**config.mk**
```make
export PLATFORM = sky130hd
export DESIGN_NAME = pipeline_ctrl
export DESIGN_NICKNAME = d
export VERILOG_FILES = /design/src/rtl/pipeline_ctrl.sv
export SDC_FILE = /design/constraint.sdc
export NUM_CORES = 1
export LEC_CHECK = 0
export BUFFER_PORTS_ARGS = -buffer_cell sky130_fd_sc_hd__buf_2
export CAP_MARGIN = 20
export CORE_MARGIN = 5
export CORE_UTILIZATION = 38
export DETAILED_ROUTE_END_ITERATION = 10
export MAX_ROUTING_LAYER = met4
export PLACE_DENSITY = 0.72
export SLEW_MARGIN = 20
export SYNTH_ARGS = -nofsm -noshare
export SYNTH_HDL_FRONTEND = slang
export SYNTH_SLANG_ARGS = --single-unit
```
**constraint.sdc**
```tcl
create_clock -name clk -period 7.3 [get_ports clk]
set_input_delay 1.46 -clock clk [delete_from_list [all_inputs] [get_ports clk]]
set_output_delay 1.46 -clock clk [all_outputs]
set_load 0.02 [all_outputs]
```
**src/rtl/pipeline_ctrl.sv**
```systemverilog
// Purpose: hazard/sequencing controller for the 5-stage pipeline (load-use, MEM-stage branch redirect, dmem wait with timeout fault).
// Latency: hazard responses are combinational (same cycle); FSM state and counters update on the next rising edge.
// Backpressure: dmem_ready low freezes PC, IF/ID and EX/MEM; after MEM_TIMEOUT busy cycles the pipeline freezes until rst.
module pipeline_ctrl #(
  parameter int unsigned MEM_TIMEOUT = 16,
  parameter int unsigned CNT_W       = 32
) (
  input  logic             clk,
  input  logic             rst,
  input  logic [4:0]       if_id_rs1,
  input  logic [4:0]       if_id_rs2,
  input  logic             id_ex_memread,
  input  logic [4:0]       id_ex_register_rd,
  input  logic             ex_mem_branch,
  input  logic             zero_flag_ex_mem,
  input  logic [31:0]      ex_mem_next_address_branch,
  input  logic             ex_mem_memread,
  input  logic             ex_mem_memwrite,
  input  logic             dmem_ready,
  output logic             pc_write,
  output logic             pc_src,
  output logic [31:0]      pc_target,
  output logic             if_id_write,
  output logic             if_id_flush,
  output logic             id_ex_flush,
  output logic             ex_mem_write,
  output logic             ex_mem_flush,
  output logic             mem_fault,
  output logic [CNT_W-1:0] stall_cycles
);

  typedef enum logic [1:0] {
    ST_RUN   = 2'd0,
    ST_WAIT  = 2'd1,
    ST_FAULT = 2'd2
  } state_t;

  // Last wait count before the fault; wait_cnt counts busy cycles already completed.
  localparam logic [7:0]       TMO_LAST = 8'(MEM_TIMEOUT - 1);
  localparam logic [CNT_W-1:0] CNT_MAX  = '1;

  state_t           state_q, state_d;
  logic [7:0]       wait_cnt_q, wait_cnt_d;
  logic [CNT_W-1:0] stall_q;

  logic mem_busy;
  logic branch_taken;
  logic load_use;

  assign mem_busy     = (ex_mem_memread | ex_mem_memwrite) & ~dmem_ready;
  assign branch_taken = ex_mem_branch & zero_flag_ex_mem;
  assign load_use     = id_ex_memread & (id_ex_register_rd != 5'd0) &
                        ((id_ex_register_rd == if_id_rs1) | (id_ex_register_rd == if_id_rs2));

  // State register and wait counter.
  always_ff @(posedge clk or posedge rst) begin
    if (rst) begin
      state_q    <= ST_RUN;
      wait_cnt_q <= 8'd0;
    end else begin
      state_q    <= state_d;
      wait_cnt_q <= wait_cnt_d;
    end
  end

  // Next-state logic: the busy cycle spent in RUN is counted on entry to WAIT,
  // so the fault lands on the edge ending the MEM_TIMEOUT-th consecutive busy cycle.
  always_comb begin
    state_d    = state_q;
    wait_cnt_d = 8'd0;
    case (state_q)
      ST_RUN: begin
        if (mem_busy) begin
          if (MEM_TIMEOUT <= 1) begin
            state_d = ST_FAULT;
          end else begin
            state_d    = ST_WAIT;
            wait_cnt_d = 8'd1;
          end
        end
      end
      ST_WAIT: begin
        if (!mem_busy) begin
          state_d = ST_RUN;
        end else if (wait_cnt_q == TMO_LAST) begin
          state_d = ST_FAULT;
        end else begin
          wait_cnt_d = wait_cnt_q + 8'd1;
        end
      end
      ST_FAULT: begin
        state_d = ST_FAULT;
      end
      default: begin
        state_d = ST_RUN;
      end
    endcase
  end

  // Output decode in priority order: rst, FAULT, mem_busy, branch_taken, load_use.
  always_comb begin
    pc_write     = 1'b1;
    pc_src       = 1'b0;
    if_id_write  = 1'b1;
    if_id_flush  = 1'b0;
    id_ex_flush  = 1'b0;
    ex_mem_write = 1'b1;
    ex_mem_flush = 1'b0;
    if (rst) begin
      pc_write     = 1'b0;
      if_id_write  = 1'b0;
      ex_mem_write = 1'b0;
      if_id_flush  = 1'b1;
      id_ex_flush  = 1'b1;
      ex_mem_flush = 1'b1;
    end else if (state_q == ST_FAULT) begin
      pc_write     = 1'b0;
      if_id_write  = 1'b0;
      ex_mem_write = 1'b0;
    end else if (mem_busy) begin
      // ID/EX holds through its enable, which the datapath ties to ex_mem_write.
      pc_write     = 1'b0;
      if_id_write  = 1'b0;
      ex_mem_write = 1'b0;
    end else if (branch_taken) begin
      // The ID instruction is squashed, so any coincident load-use is moot.
      pc_src       = 1'b1;
      if_id_flush  = 1'b1;
      id_ex_flush  = 1'b1;
      ex_mem_flush = 1'b1;
    end else if (load_use) begin
      pc_write     = 1'b0;
      if_id_write  = 1'b0;
      id_ex_flush  = 1'b1;
    end
  end

  assign pc_target    = ex_mem_next_address_branch;
  assign mem_fault    = (state_q == ST_FAULT);
  assign stall_cycles = stall_q;

  // Saturating count of cycles in which the PC did not advance.
  always_ff @(posedge clk or posedge rst) begin
    if (rst) begin
      stall_q <= '0;
    end else if (!pc_write && (stall_q != CNT_MAX)) begin
      stall_q <= stall_q + 1'b1;
    end
  end

endmodule

```
==> impl_metrics.csv <==
group,metric,value,unit
yosys,ys_ff_latch,42,
final_layout,drive_above_1_share,30.7,%
drt,wl_met3,416,um
global_route,grt_pass1_vias,1877,
drt,dr.pass1.iters,4,
drt,wire_per_inst,14.5,um
timing,slew_violations,0,
yosys,syn_nets,305,
place,place_hpwl,3.94,mm
timing,min_period,4.59,ns
critical_path,path_class,"in2out",
worst_hold_path,worstHoldPathType,"reg2reg",
floorplan,start_util,38.4,%
yosys,yosys_warnings,0,
critical_path,arrival,3.13,ns
yosys,netlist_instances,248,
drt,vias,1805,
global_route,grt_max_degree,45,
timing,relSlewSlack,35.8,%
floorplan,dieArea,8490,sq um
run_status,status,"complete, no violations",
global_route,overflow,0,
yosys,synth-edff-count,0,
floorplan,num_rows,30,
critical_path,crit_path_end_kind,"output pin",
global_route,grt_pass1_wl,8.87,mm
drt,antenna_left,0,
critical_path,crit_path_max_fanout,44,
drt,routed_wl,5.21,mm
floorplan,die_x,92.1,um
drt,highest_layer,"met4",
yosys,synth.most_common_cell,"dfrtp_1",
power,powerDensity,259,nW/um^2
final_layout,layout.nets,337,
final_layout,final_util,41.5,%
timing,skew,0.00289,ns
timing,hold_viol_final,0,
drt,drc,0,
critical_path,cp-start-kind,"primary input",
power,power_leakage,0.00120,uW
drt,drt_iter0_drc,83,
place,port_buffers,62,
cts,insertion_delay,0.29,ns
power,ir_drop,0.127,mV
drt,wl_met1,2.26,mm
cts,numCtsBuffers,5,
cts,clk_pin_slew,0.07,ns
yosys,netlist_top_cells_area,"dfrtp_1, xor2_1, buf_4, xnor2_1, nor3_1",
yosys,netlist_area,2560,sq um
timing,rsz0062_at_grt,"no",
drt,vias_per_cell,5.01,
final_layout,fillers,659,
final_layout,diodes,0,
yosys,synth_top_area_share,41.0,%
cts,clockBufferDepth,2,
floorplan,die_h,92.1,um
global_route,grt_usage,13.3,%
timing,finalCritPeriodShare,62.9,%
timing,setup_viol,0,
final_layout,syn2layout_area_growth,8.25,%
cts,cts_tree,"yes",
yosys,ys_types,40,
timing,worst_pin_slew,0.959,ns
yosys,avgSynthCellArea,10.3,sq um
timing,setup_tns,0,ns
cts,post_cts_buffers,0,
yosys,synth_common_cells,"dfrtp_1, buf_4, xor2_1, nand2_1, nor3_1",
global_route,antenna_found_initial,0,
job,maxCapViolCount,0,
drt,wl_met2,2.42,mm
timing,hold_slack,0.487,ns
cts,hold_buffers,0,
yosys,yosysSeqAreaShare,41.0,%
yosys,synth_top_area_cell,"dfrtp_1",
cts,cts_resized,0,
place,gp_congestion,0.781,
critical_path,cp.required,5.84,ns
timing,fmax,218,MHz
cts,htreeDepth,2,
floorplan,ioPinCount,127,
cts,cts_sinks,42,
yosys,synthFlopType,"dfrtp_1",
yosys,async_flop_share,100,%
cts,cts_root_buf,"clkbuf_8",
floorplan,core_area,6680,sq um
## kinds of logic after synthesis
group,count (synthesis),synth area share [%]
flops,42,41.0
mux,1,0.439
buf+inv,45,12.4
simple gates,102,25.9
fa+ha+maj,2,0.976
compound gates,9,3.27
xor+xnor,47,16.1
## stage by stage
step	area [sq um]	total power, uW	setup WS [ns]	std cells
3_5_place_dp	2700	589	2.65	353
4_1_cts	2770	730	2.65	360
6_report	2770	718	2.71	360
5_1_grt	2770	769	2.52	360
3_3_place_gp	2700	580	2.73	353
2_1_floorplan	2560	531	2.39	248
## cell usage in the layout (no fill, tap or decap), types with 2 or more instances in the layout
| master | Yosys | layout |
|---|---|---|
| ha_1 | 2 | 2 |
| nor4_4 | 2 | 2 |
| and3_1 | 2 | 2 |
| nor3_1 | 17 | 17 |
| nor4_1 | 3 | 3 |
| clkbuf_8 | 0 | 5 |
| inv_1 | 5 | 5 |
| nand3_2 | 2 | 2 |
| o21ai_0 | 2 | 2 |
| nor4b_2 | 4 | 4 |
| and4_1 | 4 | 4 |
| nand4_1 | 6 | 6 |
| nand4_4 | 2 | 2 |
| xor2_1 | 33 | 33 |
| buf_2 | 1 | 62 |
| clkbuf_1 | 1 | 2 |
| dfrtp_1 | 42 | 42 |
| nand2_1 | 19 | 19 |
| nor2_1 | 14 | 14 |
| nor3b_1 | 2 | 2 |
| buf_4 | 37 | 3 |
| xnor2_1 | 14 | 14 |
| nand3_1 | 16 | 16 |
## flip-flops by register name, indices dropped and copies added (netlist names)
register,count
wait_cnt_q,8
state_q,2
stall_cycles,32
## worst max-delay path, cell delays in order
cell and delay (ns):
buf_2 0.09, inv_1 0.04, buf_4 0.45, nand3_1 0.28, a31oi_4 0.52, buf_2 0.27
## area by class of cell
| type | count | area [sq um] | area share [%] |
|---|---|---|---|
| inverters | 5 | 18.8 | 0.677 |
| repair buffers | 65 | 333 | 12.0 |
| multi-input cells | 161 | 1190 | 43.1 |
| clock buffers | 7 | 76.3 | 2.75 |
| well taps | 80 | 100 | 3.61 |
| flip-flops and latches | 42 | 1050 | 37.9 |
## where the power goes
part	switching (uW)	internal, uW	total [uW]	leakage (uW)
Sequential	59.9	276	335	0.000476
Combinational	157	87.1	244	0.000681
Clock	73.0	65.8	139	0.0000383
Total	290	428	718	0.00120
## routing by layer
metal,GRT usage (%),vias up
met4,5.32,0
met2,21.1,66
met3,4.10,12
met1,15.8,847
met5,-,-
li1,-,880
## worst paths after layout
path | from | to | slack [ns] | depth (start not counted)
setup / recovery | rst | if_id_write | 2.71 | 6
hold / removal | stall_cycles[11] | stall_cycles[11] | 0.49 | 1
setup reg to reg | stall_cycles[0] | stall_cycles[1] | 4.34 | 8
hold reg to reg | stall_cycles[11] | stall_cycles[11] | 0.49 | 1
max in group asynchronous | rst | stall_cycles[24] | 5.63 | 3
min in group asynchronous | rst | wait_cnt_q[7] | 1.29 | 3
Power figures use the tool's default switching activity.
